## src/rtl/reg_rr_arbiter.sv

```systemverilog
// reg_rr_arbiter: round-robin sharing of one register-interface target between
// NumReq requesters. One transaction is in flight at a time; an optional
// timeout completes a stalled transaction with an error response.

package reg_rr_arbiter_pkg;

   // Default regbus request: the requester holds valid and all fields stable until ready.
   typedef struct packed {
      logic [31:0] addr;
      logic        write;
      logic [31:0] wdata;
      logic [3:0]  wstrb;
      logic        valid;
   } reg_req_t;

   // Default regbus response: ready completes the transfer in the same cycle.
   typedef struct packed {
      logic [31:0] rdata;
      logic        error;
      logic        ready;
   } reg_rsp_t;

endpackage

module reg_rr_arbiter #(
   parameter int unsigned NumReq        = 4,
   parameter int unsigned TimeoutCycles = 0,
   parameter type         reg_req_t     = reg_rr_arbiter_pkg::reg_req_t,
   parameter type         reg_rsp_t     = reg_rr_arbiter_pkg::reg_rsp_t
) (
   input  logic     clk_i,
   input  logic     rst_i,
   input  reg_req_t req_i [NumReq],
   output reg_rsp_t rsp_o [NumReq],
   output reg_req_t reg_req_o,
   input  reg_rsp_t reg_rsp_i
);

   localparam int unsigned IdxW = (NumReq > 1) ? $clog2(NumReq) : 1;
   localparam int unsigned TmoW = (TimeoutCycles > 0) ? $clog2(TimeoutCycles + 1) : 1;

   typedef enum logic {
      IDLE,
      BUSY
   } state_e;

   state_e          state_q, state_d;
   logic [IdxW-1:0] gnt_idx_q, gnt_idx_d;
   logic [IdxW-1:0] rr_ptr_q, rr_ptr_d;
   logic [TmoW-1:0] tmo_cnt_q, tmo_cnt_d;

   logic            pick_found;
   logic [IdxW-1:0] pick_idx;
   logic [IdxW-1:0] cand_idx;
   int unsigned     cand;
   logic [IdxW-1:0] rr_next;
   logic            tmo_hit;
   reg_req_t        gnt_req;

   // Pointer for the next round once the current grant completes; wraps to 0 for NumReq=1.
   assign rr_next = IdxW'((32'(gnt_idx_q) + 32'd1) % NumReq);

   // Timeout fires on BUSY cycle number TimeoutCycles (the counter starts at 0 on cycle 1).
   assign tmo_hit = (TimeoutCycles != 0) && (tmo_cnt_q == TmoW'(TimeoutCycles - 1));

   // Round-robin search: first valid requester at or above rr_ptr, wrapping around.
   always_comb begin
      // NOTE: every signal written here gets a default before any branch, so no latch is inferred.
      pick_found = 1'b0;
      pick_idx   = '0;
      cand       = 0;
      cand_idx   = '0;
      for (int unsigned k = 0; k < NumReq; k++) begin
         cand     = (32'(rr_ptr_q) + k) % NumReq;
         cand_idx = IdxW'(cand);
         if (!pick_found && req_i[cand_idx].valid) begin
            pick_found = 1'b1;
            pick_idx   = cand_idx;
         end
      end
   end

   // Next-state logic and output muxing; outputs depend only on registered state and inputs.
   always_comb begin
      state_d   = state_q;
      gnt_idx_d = gnt_idx_q;
      rr_ptr_d  = rr_ptr_q;
      tmo_cnt_d = tmo_cnt_q;
      reg_req_o = '0;
      for (int unsigned i = 0; i < NumReq; i++) begin
         rsp_o[i] = '0;
      end
      gnt_req = req_i[gnt_idx_q];

      case (state_q)
         IDLE: begin
            if (pick_found) begin
               state_d   = BUSY;
               gnt_idx_d = pick_idx;
               tmo_cnt_d = '0;
            end
         end
         BUSY: begin
            reg_req_o        = gnt_req;
            rsp_o[gnt_idx_q] = reg_rsp_i;
            if (!gnt_req.valid) begin
               // Requester withdrew: drop the grant without advancing the pointer.
               state_d = IDLE;
            end else if (reg_rsp_i.ready) begin
               state_d  = IDLE;
               rr_ptr_d = rr_next;
            end else if (tmo_hit) begin
               // Hide the request from the target and complete it locally with an error.
               reg_req_o.valid        = 1'b0;
               rsp_o[gnt_idx_q]       = '0;
               rsp_o[gnt_idx_q].error = 1'b1;
               rsp_o[gnt_idx_q].ready = 1'b1;
               state_d                = IDLE;
               rr_ptr_d               = rr_next;
            end else if (tmo_cnt_q != '1) begin
               tmo_cnt_d = tmo_cnt_q + TmoW'(1);
            end
         end
         default: state_d = IDLE;
      endcase
   end

   // State registers with synchronous reset.
   always_ff @(posedge clk_i) begin
      // NOTE: non-blocking assignments so every flop samples the pre-edge value of the others.
      if (rst_i) begin
         state_q   <= IDLE;
         gnt_idx_q <= '0;
         rr_ptr_q  <= '0;
         tmo_cnt_q <= '0;
      end else begin
         state_q   <= state_d;
         gnt_idx_q <= gnt_idx_d;
         rr_ptr_q  <= rr_ptr_d;
         tmo_cnt_q <= tmo_cnt_d;
      end
   end

endmodule

```

## config.mk

```make
export PLATFORM = sky130hd
export DESIGN_NAME = reg_rr_arbiter
export DESIGN_NICKNAME = d
export VERILOG_FILES = /design/src/rtl/reg_rr_arbiter.sv
export SDC_FILE = /design/constraint.sdc
export NUM_CORES = 1
export LEC_CHECK = 0
export CAP_MARGIN = 10
export CORE_AREA = 2 2 206 208
export CTS_BUF_LIST = sky130_fd_sc_hd__clkbuf_8
export CTS_CLUSTER_DIAMETER = 50
export DETAILED_ROUTE_END_ITERATION = 6
export DIE_AREA = 0 0 208 210
export HOLD_SLACK_MARGIN = 0.05
export PLACE_DENSITY = 0.45
export SLEW_MARGIN = 30
export SYNTH_ARGS = -nofsm -noshare
export SYNTH_HDL_FRONTEND = slang
export SYNTH_SLANG_ARGS = --single-unit
```

## constraint.sdc

```tcl
create_clock -name clk_i -period 5.1 [get_ports clk_i]
set_input_delay 0.765 -clock clk_i [delete_from_list [all_inputs] [get_ports clk_i]]
set_output_delay 0.765 -clock clk_i [all_outputs]
set_load 0.05 [all_outputs]
```

---- Yosys cells after proc, flatten, opt, wreduce, memory -nomap -nowiden ----
Cells that the tools add are included.
storage, ports and cells
  bits in registers ....................... 5
  input port bits ......................... 316
  output and inout bits ................... 206
  logic and storage cells ................. 61
cells by class
  add/sub/neg operators ................... 4
  order comparisons ....................... 6
  multiplexer cells ....................... 32
  bitwise logic cells ..................... 7
  reduce and logical (&&, ||, !) cells .... 9
operators by type and width
  kind                   number
  $bmux W70 S2           5
  $mux W70               3
  $and A136 B136 Y136    1
  $mux W136              1
  $demux W34 S2          1
  $mux W34               1
  $mux W1                16
  $ge A3 B3 Y1 const B   5
  $not A2 Y3             5
  $mux W2                4
  $add A2 B1 Y2 const B  2
  $add A2 B2 Y2 const B  2
  $logic_and A1 B1 Y1    4
  $logic_not A1 Y1       3
  $lt A3 B1 Y1 const B   1
  $reduce_and A3 Y1      1
  $pmux W1 S2            1
  $reduce_and A2 Y1      1
  $not A1 Y1             1

---- Logic depth before layout (Yosys ltp) ----
  word-level depth ........................ 16
  mapped depth ............................ 6
  gate-level depth less buffers ........... 4

---- Worst setup path after synthesis ----
Ideal clock, no wire load.
  kind .................................... input to output
  start point ............................. in req_i[70] (netlist bit)
  end point ............................... out reg_req_o[0] (netlist bit)
  arrival time ............................ 1626 ps
  data required time ...................... 4335 ps
  slack ................................... 2709 ps
  stages .................................. 5
  path buffers ............................ 1
  cells stage by stage .................... clkbuf_1 > mux2i_1 > mux2i_1 > nand2_1 > inv_1
RTL lines
  element          line  source
  start, declared  33    input reg_req_t req_i [NumReq],
  end, declared    35    output reg_req_t reg_req_o,

==> results.py <==
metrics = {
    "sta": {
        "holdWs_ps": 599,
        "finClkSkew_ps": 4.20,
        "rsz0062_at_grt": "false",
        "finalSetupViolCount": 0,
        "finalMaxSlewViolations": 0,
        "min_period_ps": 3770,
        "finalCritPeriodShare": 0.739,
        "tightest_slew_ps": 697,
        "max_slew_margin": 0.535,
        "setup-tns-final_ps": 0,
        "layout_setup_ws_ps": 1330,
        "finalHoldViolCount": 0,
        "max_freq_ghz": 0.265,
    },
    "logic_synthesis": {
        "yosysSeqAreaShare": 0.0289,
        "yosysMostFrequentCell": "and3_1",
        "synth_cell_types": 30,
        "synth_xor_area_frac": 0,
        "synth_nets": 693,
        "synth.ff_latch_count": 5,
        "synth.area.top_cells": "mux4_2 (45%), and3_1 (25%), and2_1 (12%)",
        "yosys_warnings": 0,
        "synthAdderAreaFrac": 0.0145,
        "synth_top_family_by_area": "multiplexers",
        "synth_top_area_cell": "mux4_2",
        "synth-simple-area-share": 0.390,
        "synth_mux_area_frac": 0.464,
        "synth_top_area_share": 0.449,
        "avgSynthCellArea_um2": 9.27,
        "synth-edff-count": 0,
        "syn_area_um2": 3460,
        "async_flop_share": 0,
        "yosys-top-cells-count": "and3_1 (136), and2_1 (69), mux4_2 (69)",
        "netlist_instances": 373,
        "ys.flop_type": "dfxtp_1",
        "synth_compound_area_frac": 0.0264,
    },
    "power": {
        "power_density_nw_per_um2": 145,
        "power_leakage_uw": 0.00354,
        "peakVddDrop_mv": 0.0580,
        "power_uw": 1340,
    },
    "die": {
        "num_rows": 75,
        "initial_utilization": 0.0834,
        "die_y_um": 210,
        "die_area_um2": 43700,
        "die_width_um": 208,
        "core_um2": 41500,
        "num_io_pins": 522,
    },
    "global_route": {
        "grt_pass1_wl_um": 33700,
        "antenna_found_initial": 2,
        "overflow": 0,
        "grt_max_degree": 94,
        "track_usage": 0.0996,
        "grt_pass1_vias": 5340,
    },
    "drt": {
        "postRouteAntennaNets": 0,
        "wl_per_cell_um": 16.9,
        "via_per_inst": 3.66,
        "wirelength_um": 23600,
        "drt_iter0_drc": 333,
        "remaining_drc_errors": 0,
        "vias": 5105,
        "firstDrtPassIters": 4,
    },
    "placement": {
        "gp_congestion": 0.772,
        "numPortBuffers": 521,
        "dpl_worst_slack_ps": 1380,
        "placed_area_um2": 9200,
        "dp_hpwl_um": 19700,
    },
    "outcome": {
        "status": "finished, final reports clean",
    },
    "clock_tree": {
        "clockRootBuffer": "clkbuf_8",
        "postCtsResizedCells": 0,
        "clock_latency_ps": 220,
        "h-tree-depth": 1,
        "cts_setup_buffers": 0,
        "cts_max_path_buffers": 2,
        "cts_tree": "yes",
        "hold_buffers": 0,
        "clock_sinks": 5,
        "clk_pin_slew_ps": 40,
        "cts_buffers": 3,
    },
    "critical_path": {
        "arrival_ps": 3000,
        "critPathMaxFanout": 30,
        "crit_path_end_kind": "output port",
        "r2r_slack_ps": 2920,
        "required_ps": 4340,
        "critical_path_class": "flop to output port",
        "start_kind": "flop",
    },
    "cells_and_area": {
        "syn_to_final_growth_pct": 167,
        "nets": 1175,
        "fin_area_um2": 9250,
        "drive_gt1_frac": 0.102,
    },
    "hold_path": {
        "hold_path.class": "flop to flop",
    },
    "run": {
        "cap_violations": 0,
    },
}
cell usage in the layout (no fill, tap or decap), types with 3 or more instances in the layout:
master and instances:
mux4_2 69, and3_1 136, buf_4 8, inv_1 7
mux2i_1 5, clkbuf_8 3, clkdlybuf4s50_1 521, nor2_1 5
and2_1 69, dfxtp_4 3
metal layers:
metal	vias to the layer above	track usage	part of all wire
li1	2406	-	-
met1	2369	0.119	0.40
met2	316	0.185	0.51
met3	14	0.0209	0.082
met4	0	0.0164	0.011
met5	-	0	0
per-stage QoR:
| step | utilization | std cells |
|---|---|---|
| after floorplan | - | 373 |
| after global placement | 0.222 | 1389 |
| after detailed placement | 0.222 | 1389 |
| after CTS | 0.223 | 1393 |
| after global routing | 0.223 | 1394 |
| final | 0.223 | 1394 |
layout make-up:
type	count	area, µm²
tap	539	674
inverter	6	22.5
sequential	5	111
timing repair buffer	530	5300
clock buffer	3	41.3
clock inverter	1	3.75
fill	4546	32200
multi-input combinational	309	3100
antenna	1	2.50
critical path, cell delays in order, from the launching register on:
cell and delay (ps):
dfxtp_4 750, buf_4 530, mux4_2 550, and2_1 210
clkdlybuf4s50_1 720
where the power goes:
group | total [µW] | switching (µW) | internal [µW]
logic | 1190 | 624 | 568
registers | 75.5 | 32.1 | 43.4
clock network | 71.5 | 19.9 | 51.6
kinds of logic (layout without fill, tap and decap cells):
group | after synthesis | after routing
adder cells (fa/ha/maj) | 4 | 4
AO/OA/AOI/OAI | 12 | 12
buffers and inverters | 59 | 540
flip-flops | 5 | 5
multiplexers | 74 | 74
AND/OR/NAND/NOR | 219 | 219
other | 0 | 1
sequential cells by signal, summed over array words and instances, names as in the netlist:
signal / flops
gnt_idx_q: 2
rr_ptr_q: 2
state_q: 1
worst paths after layout:
check	end	cells after the start	from
max	reg_req_o[22]	4	gnt_idx_q[0]
min reg2reg	rr_ptr_q[0]	2	rr_ptr_q[0]
max reg2reg	rr_ptr_q[1]	6	gnt_idx_q[1]
min	rr_ptr_q[0]	2	rr_ptr_q[0]
Power figures use the tool's default switching activity.
